`src/rtl/axi4_lite_pkg.sv`:
```
// Shared AXI4-Lite response codes and FSM state encodings for the RAM slave.
package axi4_lite_pkg;

  typedef enum logic [1:0] {
    OKAY   = 2'b00,
    EXOKAY = 2'b01,
    SLVERR = 2'b10,
    DECERR = 2'b11
  } resp_t;

  typedef enum logic [1:0] {
    W_IDLE   = 2'd0,
    W_HAVE_A = 2'd1,
    W_HAVE_D = 2'd2,
    W_RESP   = 2'd3
  } wstate_t;

  typedef enum logic {
    R_IDLE = 1'b0,
    R_RESP = 1'b1
  } rstate_t;

endpackage

```
`src/rtl/axi4_lite_ram_array.sv`:
```
// Word storage with byte-enable write port and a write-first combinational read port.
module axi4_lite_ram_array #(
  parameter int DATA_WIDTH = 32,
  parameter int DEPTH      = 16,
  parameter int AW         = 4,
  localparam int STRB_WIDTH = DATA_WIDTH/8
) (
  input  logic                  aclk,
  input  logic                  areset,
  input  logic                  we,
  input  logic [AW-1:0]         waddr,
  input  logic [DATA_WIDTH-1:0] wdata,
  input  logic [STRB_WIDTH-1:0] wstrb,
  input  logic [AW-1:0]         raddr,
  output logic [DATA_WIDTH-1:0] rdata
);

  logic [DEPTH-1:0][DATA_WIDTH-1:0] mem;
  logic                             hit;

  always_ff @(posedge aclk) begin
    if (areset) begin
      mem <= '0;
    end else if (we) begin
      for (int b = 0; b < STRB_WIDTH; b++)
        if (wstrb[b]) mem[waddr][8*b +: 8] <= wdata[8*b +: 8];
    end
  end

  assign hit = we && (waddr == raddr);

  // Each byte lane forwards the in-flight write so a same-cycle read sees the merged word.
  for (genvar b = 0; b < STRB_WIDTH; b++) begin : g_lane
    assign rdata[8*b +: 8] = (hit && wstrb[b]) ? wdata[8*b +: 8] : mem[raddr][8*b +: 8];
  end

endmodule

```
`src/rtl/axi4_lite_ram_slave.sv`:
```
// AXI4-Lite RAM slave with independent read/write FSMs.
// Optional AXI4L_WRITTEN_FLAG_EN: per-word written flags, unwritten reads answer SLVERR.
module axi4_lite_ram_slave
  import axi4_lite_pkg::*;
#(
  parameter int ADDR_WIDTH = 8,
  parameter int DATA_WIDTH = 32,
  parameter int DEPTH      = 16,
  localparam int STRB_WIDTH = DATA_WIDTH/8
) (
  input  logic                  aclk,
  input  logic                  areset,
  input  logic                  awvalid,
  output logic                  awready,
  input  logic [ADDR_WIDTH-1:0] awaddr,
  input  logic [2:0]            awprot,
  input  logic                  wvalid,
  output logic                  wready,
  input  logic [DATA_WIDTH-1:0] wdata,
  input  logic [STRB_WIDTH-1:0] wstrb,
  output logic                  bvalid,
  input  logic                  bready,
  output logic [1:0]            bresp,
  input  logic                  arvalid,
  output logic                  arready,
  input  logic [ADDR_WIDTH-1:0] araddr,
  input  logic [2:0]            arprot,
  output logic                  rvalid,
  input  logic                  rready,
  output logic [DATA_WIDTH-1:0] rdata,
  output logic [1:0]            rresp
);

  localparam int OFF_W  = $clog2(STRB_WIDTH);
  localparam int IDX_W  = ADDR_WIDTH - OFF_W;
  localparam int MEM_AW = (DEPTH > 1) ? $clog2(DEPTH) : 1;
  localparam logic [IDX_W:0] DEPTH_C = (IDX_W+1)'(DEPTH);

  // ---------------- write channel ----------------
  wstate_t               w_state, w_next;
  logic                  aw_hs, w_hs, commit, wr_in_range, wr_en;
  logic [IDX_W-1:0]      aw_idx_q, wr_idx;
  logic [DATA_WIDTH-1:0] wdata_q, wr_data;
  logic [STRB_WIDTH-1:0] wstrb_q, wr_strb;
  resp_t                 bresp_q;

  always_comb begin
    w_next  = w_state;
    awready = 1'b0;
    wready  = 1'b0;
    bvalid  = 1'b0;
    unique case (w_state)
      W_IDLE: begin
        awready = 1'b1;
        wready  = 1'b1;
        if (awvalid && wvalid) w_next = W_RESP;
        else if (awvalid)      w_next = W_HAVE_A;
        else if (wvalid)       w_next = W_HAVE_D;
      end
      W_HAVE_A: begin
        wready = 1'b1;
        if (wvalid) w_next = W_RESP;
      end
      W_HAVE_D: begin
        awready = 1'b1;
        if (awvalid) w_next = W_RESP;
      end
      W_RESP: begin
        bvalid = 1'b1;
        if (bready) w_next = W_IDLE;
      end
      default: w_next = W_IDLE;
    endcase
  end

  assign aw_hs = awvalid && awready;
  assign w_hs  = wvalid && wready;

  // Final handshake may come from either channel; merge live and buffered halves.
  assign wr_idx      = aw_hs ? awaddr[ADDR_WIDTH-1:OFF_W] : aw_idx_q;
  assign wr_data     = w_hs ? wdata : wdata_q;
  assign wr_strb     = w_hs ? wstrb : wstrb_q;
  assign commit      = (w_state != W_RESP) && (w_next == W_RESP);
  assign wr_in_range = {1'b0, wr_idx} < DEPTH_C;
  assign wr_en       = commit && wr_in_range;
  assign bresp       = bresp_q;

  always_ff @(posedge aclk) begin
    if (areset) begin
      w_state  <= W_IDLE;
      bresp_q  <= OKAY;
      aw_idx_q <= '0;
      wdata_q  <= '0;
      wstrb_q  <= '0;
    end else begin
      w_state <= w_next;
      if (aw_hs) aw_idx_q <= awaddr[ADDR_WIDTH-1:OFF_W];
      if (w_hs) begin
        wdata_q <= wdata;
        wstrb_q <= wstrb;
      end
      if (commit) bresp_q <= wr_in_range ? OKAY : DECERR;
    end
  end

  // ---------------- read channel ----------------
  rstate_t               r_state, r_next;
  logic                  ar_hs, rd_in_range, rd_written;
  logic [IDX_W-1:0]      rd_idx;
  logic [DATA_WIDTH-1:0] rd_word, rdata_q;
  resp_t                 rresp_q;

  always_comb begin
    r_next  = r_state;
    arready = 1'b0;
    rvalid  = 1'b0;
    unique case (r_state)
      R_IDLE: begin
        arready = 1'b1;
        if (arvalid) r_next = R_RESP;
      end
      R_RESP: begin
        rvalid = 1'b1;
        if (rready) r_next = R_IDLE;
      end
      default: r_next = R_IDLE;
    endcase
  end

  assign ar_hs       = arvalid && arready;
  assign rd_idx      = araddr[ADDR_WIDTH-1:OFF_W];
  assign rd_in_range = {1'b0, rd_idx} < DEPTH_C;

`ifdef AXI4L_WRITTEN_FLAG_EN
  logic [DEPTH-1:0] written;

  always_ff @(posedge aclk) begin
    if (areset)     written <= '0;
    else if (wr_en) written[wr_idx[MEM_AW-1:0]] <= 1'b1;
  end

  // A commit landing this cycle counts as written for a same-cycle read.
  assign rd_written = written[rd_idx[MEM_AW-1:0]] || (wr_en && (wr_idx == rd_idx));
`else
  assign rd_written = 1'b1;
`endif

  always_ff @(posedge aclk) begin
    if (areset) begin
      r_state <= R_IDLE;
      rdata_q <= '0;
      rresp_q <= OKAY;
    end else begin
      r_state <= r_next;
      if (ar_hs) begin
        if (!rd_in_range) begin
          rdata_q <= '0;
          rresp_q <= DECERR;
        end else if (!rd_written) begin
          rdata_q <= '0;
          rresp_q <= SLVERR;
        end else begin
          rdata_q <= rd_word;
          rresp_q <= OKAY;
        end
      end
    end
  end

  assign rdata = rdata_q;
  assign rresp = rresp_q;

  axi4_lite_ram_array #(
    .DATA_WIDTH (DATA_WIDTH),
    .DEPTH      (DEPTH),
    .AW         (MEM_AW)
  ) u_ram (
    .aclk   (aclk),
    .areset (areset),
    .we     (wr_en),
    .waddr  (wr_idx[MEM_AW-1:0]),
    .wdata  (wr_data),
    .wstrb  (wr_strb),
    .raddr  (rd_idx[MEM_AW-1:0]),
    .rdata  (rd_word)
  );

  // Protection bits and byte offsets carry no meaning for this slave.
  logic unused;
  assign unused = ^{awprot, arprot, awaddr[OFF_W-1:0], araddr[OFF_W-1:0]};

endmodule

```
`config.mk`:
```
export PLATFORM = sky130hd
export DESIGN_NAME = axi4_lite_ram_slave
export DESIGN_NICKNAME = d
export VERILOG_FILES = /design/src/rtl/axi4_lite_pkg.sv /design/src/rtl/axi4_lite_ram_array.sv /design/src/rtl/axi4_lite_ram_slave.sv
export SDC_FILE = /design/constraint.sdc
export NUM_CORES = 1
export LEC_CHECK = 0
export BUFFER_PORTS_ARGS = -buffer_cell sky130_fd_sc_hd__buf_2
export CAP_MARGIN = 20
export CORE_MARGIN = 8
export CORE_UTILIZATION = 61
export DETAILED_ROUTE_END_ITERATION = 6
export PLACE_DENSITY = 0.79
export REMOVE_ABC_BUFFERS = 1
export SYNTH_ARGS = -nofsm -noshare
export SYNTH_HDL_FRONTEND = slang
export SYNTH_HIERARCHICAL = 1
export SYNTH_SLANG_ARGS = --single-unit
```
`constraint.sdc`:
```
create_clock -name aclk -period 3.16 [get_ports aclk]
set_input_delay 0.632 -clock aclk [delete_from_list [all_inputs] [get_ports aclk]]
set_output_delay 0.632 -clock aclk [all_outputs]
set_load 0.01 [all_outputs]
```
==> impl_metrics.csv, run 1 <==
group,metric,value,unit
logic_synthesis,synth_top_family_by_area,"simple AND/OR/NAND/NOR gates",
global_routing,grt_pass1_wl,123000,um
drt,firstDrtPassIters,7,
drt,wl,78800,um
timing,max_freq,339,MHz
clock_tree,postCtsSetupBuffers,0,
timing,fin_crit,2.95,ns
logic_synthesis,synth-compound-area-share,14.7,%
timing,drv_slew,0,
floorplanning,core_area,0.0432,mm^2
flow_run,cap_violations,0,
drt,vias,23700,
layout,stdcell_area,0.0299,mm^2
logic_synthesis,ys_seq_area_share,44.3,%
logic_synthesis,yosys_warnings,6,
critical_path,critPathSlowestCell,"nor2_1",
floorplanning,die_h,225,um
clock_tree,path_clk_slew,0.06,ns
critical_path,crit_chain,"nand2b_1 > mux2_2 > buf_4 > buf_4 > nand4b_2 > buf_12 > nor2_1 > nand2_1 > a21oi_1",
critical_path,crit_required,3.69,ns
critical_path,cp_common_cell,"buf_4",
layout,fin_nets,3072,
placement,dp_hpwl,49400,um
layout,fillers,3203,
clock_tree,cts_root_buffer,"clkbuf_16",
global_routing,track_usage,30.0,%
global_routing,grt_max_degree,91,
critical_path,reg2reg_to,"u_ram/mem[478]",
timing,hold_violations,0,
floorplanning,start_util,61.9,%
drt,avgRoutedWirePerCell,21.7,um
layout,area_growth,12.0,%
hold_path,hold_path_end,"aw_idx_q[4]",
logic_synthesis,synth_fa_ha_area_share,0,%
logic_synthesis,ys.flop_type,"dfxtp_1",
critical_path,worst_setup_path_end_kind,"register",
critical_path,crit_fanout,26,
critical_path,r2r_start,"w_state[0]",
drt,drtIter0Drc,2697,
logic_synthesis,netlist_area,0.0267,mm^2
critical_path,worst_setup_path_start_kind,"register",
clock_tree,cts-hold-fix-buffers,0,
placement,io_buffers,95,
clock_tree,clock_tree.buffer_depth,3,
timing,clock_skew,0.0190,ns
drt,vias_per_cell,6.51,
timing,fin_setup_tns,0,ns
timing,rsz0062_at_grt,"no",
logic_synthesis,syn_area_per_cell,8.83,um^2
outcome,violations,"design-rule violations",
clock_tree,clkSinkCount,591,
logic_synthesis,synth_edf_count,0,
layout,drive_gt1_share,16.0,%
clock_tree,cts_tree,"built",
global_routing,grt_overflow_total,0,
floorplanning,die_w,225,um
hold_path,hp-class,"in2reg",
placement,place_congestion,0.868,
global_routing,antenna_found_initial,0,
timing,finalCritPeriodShare,93.3,%
logic_synthesis,syn_inst,3026,
timing,relSlewSlack,30.5,%
placement,placed_area,0.0280,mm^2
layout,insertedDiodeCount,0,
global_routing,grt_pass1_vias,23400,
logic_synthesis,synth-simple-area-share,18.4,%
timing,setup_viol,0,
hold_path,worstHoldStart,"awaddr[6]",
floorplanning,pin_count,106,
floorplanning,std_cell_rows,76,
clock_tree,htreeDepth,2,
logic_synthesis,synth-async-reset-ratio,0,%
critical_path,crit_type,"reg2reg",
critical_path,r2r_cells,9,
power_and_ir_drop,p_leak,10.4,nW
critical_path,slowest_delay,0.63,ns
power_and_ir_drop,p_per_area,536,mW/mm^2
floorplanning,dieArea,0.0508,mm^2
logic_synthesis,ys_types,44,
clock_tree,post_cts_resize_count,0,
drt,ant_nets,0,
power_and_ir_drop,vdd_drop_max,0.000351,V
clock_tree,cts_buffers,59,
critical_path,arrival,3.48,ns
hold_path,min_path_cells,3,
outcome,status,"finished with violations",
drt,drc,1,
logic_synthesis,synthXorXnorAreaFrac,0.131,%
logic_synthesis,muxShareOfSynthArea,16.6,%
critical_path,r2r_slack,0.21,ns
logic_synthesis,synth_seq_cells,591,
timing,tightestPinTransition,1.04,ns
clock_tree,clkLatencyLatePin,0.63,ns
-- registers in the layout (all words and copies together), names as in the netlist --
signal	cells
rdata	32
bresp	1
r_state	1
rresp	1
w_state	2
wstrb_q	4
u_ram/mem	512
wdata_q	32
aw_idx_q	6
-- power breakdown --
group	leakage (nW)	switching, mW	internal, mW
clock	0.938	2.92	4.11
combinational	4.71	1.00	0.466
sequential	4.77	0.0228	7.50
-- layer usage --
| layer | GRT usage (%) | vias up | part of all wire (%) |
|---|---|---|---|
| li1 | - | 10600 | - |
| met1 | 38.0 | 11400 | 38 |
| met2 | 48.2 | 1441 | 47 |
| met3 | 5.88 | 251 | 11 |
| met4 | 15.8 | 0 | 4.6 |
| met5 | 0 | - | 0 |
-- Yosys cell counts (4+ instances only) --
cell	number	area, um^2
buf_4	32	240
dfxtp_1	591	11800
xnor2_1	4	35.0
buf_6	15	169
a21o_1	5	37.5
nand2_1	583	2190
mux2i_1	86	861
buf_2	56	280
a31oi_1	13	81.3
mux4_1	37	972
mux2_2	34	383
and2_1	5	31.3
a21oi_1	513	2570
buf_1	18	67.6
nor2_1	59	221
clkbuf_1	190	713
inv_1	4	15.0
a2bb2oi_1	6	52.6
o21ai_0	169	846
a22oi_1	32	240
a221oi_1	8	70.1
nand3_1	357	1790
mux4_2	77	1730
mux2_4	33	495
clkbuf_2	4	20.0
nand2b_1	6	37.5
nand4b_2	4	60.1
nor3_1	17	85.1
nor4b_4	5	119
nor2b_1	42	263
-- worst max-delay path: cells and delay by family (launching register included) --
kind	cells	cell delay, ns
and+or+nand+nor	4	1.22
buffers and inverters	3	0.65
muxes	1	0.40
DFF	1	0.35
AOI/OAI and AO/OA	1	0.21
-- how the worst max path moves through the flow --
stage	slack, ns	endpoint	startpoint	depth (start not counted)
after floorplan	-1.86	u_ram/mem[296]	awvalid	6
after global placement	0.17	u_ram/mem[264]	awvalid	10
after detailed placement	0.10	u_ram/mem[486]	awvalid	10
after CTS	0.27	u_ram/mem[478]	w_state[0]	9
after global routing	0.11	u_ram/mem[478]	w_state[0]	9
final	0.21	u_ram/mem[478]	w_state[0]	9
-- final cells by class --
class	instances	area, um^2	share of cell area (%)
Inverter	5	18.8	0.0627
Clock inverter	11	158	0.527
Tap cell	585	732	2.45
Timing Repair Buffer	238	2020	6.76
Sequential cell	591	11800	39.5
Multi-Input combinational cell	2112	13400	44.8
Clock buffer	95	1760	5.90
-- through the flow --
stage	power (mW)	hold slack, ns	cells	setup WS, ns	utilization (%)
final	16.0	0.258	3637	0.211	69.3
after global placement	9.08	0.437	3531	0.170	64.8
after global routing	16.4	0.275	3637	0.114	69.3
after detailed placement	9.11	0.443	3531	0.100	64.8
after CTS	16.0	0.244	3637	0.268	69.3
after floorplan	8.31	0.425	2708	-1.86	-
-- cells in the final DEF (no fill, tap or decap), types with 4 or more instances in the layout --
cell,n
dfxtp_1,591
nand2_1,583
a21oi_1,513
nand3_1,357
o21ai_0,169
buf_4,110
buf_2,90
mux2i_1,86
mux4_2,77
clkbuf_16,61
nor2_1,59
nor2b_1,42
mux4_1,37
buf_12,36
mux2_2,34
mux2_4,33
a22oi_1,32
clkbuf_1,23
nor3_1,17
a31oi_1,13
clkbuf_8,11
a221oi_1,8
clkinv_2,6
a2bb2oi_1,6
nand2b_1,5
nor4b_4,5
a21o_1,5
inv_1,4
bufinv_16,4
xnor2_1,4
and2_2,4
nand4b_2,4
-- logic make-up after synthesis --
| logic type | count (synthesis) |
|---|---|
| mux | 267 |
| simple gates | 1090 |
| buf+inv | 323 |
| xor+xnor | 4 |
| compound gates | 751 |
| flops | 591 |
No activity file was read; power rests on OpenSTA's default activity.
==> run 2: changes to the inputs <==
--- a/config.mk
+++ b/config.mk
@@ -8,9 +8,9 @@
 export BUFFER_PORTS_ARGS = -buffer_cell sky130_fd_sc_hd__buf_2
 export CAP_MARGIN = 20
 export CORE_MARGIN = 8
-export CORE_UTILIZATION = 61
+export CORE_UTILIZATION = 60
 export DETAILED_ROUTE_END_ITERATION = 6
-export PLACE_DENSITY = 0.79
+export PLACE_DENSITY = 0.78
 export REMOVE_ABC_BUFFERS = 1
 export SYNTH_ARGS = -nofsm -noshare
 export SYNTH_HDL_FRONTEND = slang
==> impl_metrics.csv, run 2 (synthesized netlist as in run 1, its figures left out) <==
group,metric,value,unit
placement,dp_hpwl,49500,um
floorplanning,std_cell_rows,77,
timing,max_freq,347,MHz
clock_tree,path_clk_slew,0.06,ns
critical_path,crit_fanout,6,
hold_path,hp-class,"in2reg",
drt,ant_nets,0,
critical_path,slowest_delay,0.44,ns
outcome,violations,"design-rule violations",
timing,setup_viol,0,
layout,fin_nets,3063,
layout,stdcell_area,0.0299,mm^2
placement,io_buffers,95,
floorplanning,dieArea,0.0515,mm^2
clock_tree,cts_root_buffer,"clkbuf_16",
drt,drc,2,
timing,drv_slew,0,
timing,worst_slack,0.281,ns
clock_tree,cts_tree,"built",
drt,wl,79800,um
timing,clock_skew,0.0259,ns
critical_path,crit_chain,"nand2b_1 > mux2_2 > xnor2_1 > nand4_1 > buf_4 > nand2b_1 > buf_4 > a31oi_1 > a22oi_1 > nor2_1",
clock_tree,post_cts_resize_count,0,
timing,rsz0062_at_grt,"no",
placement,dp_slack,0.0217,ns
drt,top_layer,"met4",
layout,final_cell_mix,"dfxtp_1 (591), nand2_1 (583), a21oi_1 (513)",
layout,largest_reg_flops,512,
critical_path,worst_setup_path_end_kind,"register",
power_and_ir_drop,p_per_area,545,mW/mm^2
drt,avgRoutedWirePerCell,21.9,um
critical_path,crit_required,3.71,ns
drt,dr_wl_met3,8560,um
floorplanning,die_h,227,um
critical_path,critPathSlowestCell,"mux2_2",
layout,fillers,3318,
clock_tree,clkLatencyLatePin,0.62,ns
timing,relSlewSlack,26.5,%
critical_path,worst_setup_path_start_kind,"register",
floorplanning,core_area,0.0441,mm^2
layout,insertedDiodeCount,0,
floorplanning,pin_count,106,
timing,fin_setup_tns,0,ns
hold_path,min_path_cells,3,
power_and_ir_drop,p_leak,10.4,nW
clock_tree,htreeDepth,2,
drt,firstDrtPassIters,7,
power_and_ir_drop,vdd_drop_max,0.000328,V
placement,place_congestion,0.856,
global_routing,grt_max_degree,91,
timing,hold_violations,0,
floorplanning,die_w,227,um
clock_tree,cts_buffers,58,
timing,tightestPinTransition,1.10,ns
clock_tree,clkSinkCount,591,
drt,met1_length,30200,um
global_routing,grt_pass1_wl,124000,um
timing,whs,0.269,ns
drt,met2_length,37400,um
flow_run,cap_violations,0,
drt,drtIter0Drc,3103,
timing,fin_crit,2.88,ns
floorplanning,start_util,60.6,%
critical_path,arrival,3.43,ns
layout,final_common_cell,"dfxtp_1",
clock_tree,postCtsSetupBuffers,0,
clock_tree,cts-hold-fix-buffers,0,
layout,drive_gt1_share,16.2,%
global_routing,track_usage,30.1,%
global_routing,grt_overflow_total,0,
outcome,status,"finished with violations",
critical_path,r2r_cells,10,
power_and_ir_drop,finalPower,16.3,mW
global_routing,grt_pass1_vias,23300,
drt,vias_per_cell,6.52,
critical_path,crit_type,"reg2reg",
drt,vias,23700,
layout,regMostFlops,"u_ram/mem",
global_routing,antenna_found_initial,0,
clock_tree,clock_tree.buffer_depth,3,
placement,placed_area,0.0279,mm^2
timing,finalCritPeriodShare,91.1,%
layout,area_growth,12.1,%
## run 2: cell types whose count changed in the layout (fill, tap and decap cells not counted)
cell       change
clkinv_2       +6
inv_6          +1
clkbuf_8       +3
buf_4          -6
buf_12         -2
clkbuf_1      -12
bufinv_16      +4
clkbuf_16      -2
## run 2: where the power goes
part | internal (mW) | total, mW | leakage [nW] | switching [mW]
clock network | 4.39 | 7.33 | 1.01 | 2.94
registers | 7.50 | 7.53 | 4.77 | 0.0227
logic | 0.457 | 1.47 | 4.65 | 1.01
total | 12.3 | 16.3 | 10.4 | 3.97
## run 2: final cells by class
class / instances / area (um^2) / share of cell area, %
multi-input cells: 2112 / 13400 / 44.7
flip-flops and latches: 591 / 11800 / 39.5
repair buffers: 230 / 1940 / 6.47
clock buffers: 84 / 1710 / 5.71
well taps: 592 / 741 / 2.47
clock inverters: 22 / 317 / 1.06
inverters: 5 / 18.8 / 0.0627
## run 2: final timing paths
kind                  startpoint             end  slack [ns]
hold / removal         awaddr[6]     aw_idx_q[4]        0.27
hold reg to reg   u_ram/mem[202]  u_ram/mem[202]        0.45
setup reg to reg      w_state[0]       rdata[11]        0.28
setup / recovery      w_state[0]       rdata[11]        0.28
## run 2: worst max-delay path: cells and delay by family, from the launching register on
family	cells	cell delay, ns
buffers and inverters	2	0.51
AOI/OAI and AO/OA	2	0.30
and+or+nand+nor	4	0.99
xor gates and xnor gates	1	0.19
muxes	1	0.44
DFF	1	0.39
## run 2: per-layer routing
layer  global-route usage (%)  up-vias
met4                     15.1        0
met1                     38.4    11400
li1                         -    10600
met2                     48.8     1446
met3                     5.89      267
met5                        0        -
## run 2: per-stage QoR
step	cells	utilization [%]
after floorplan	2708	-
after global placement	3530	63.3
after detailed placement	3530	63.3
after CTS	3636	67.9
after global routing	3636	67.9
final	3636	67.9
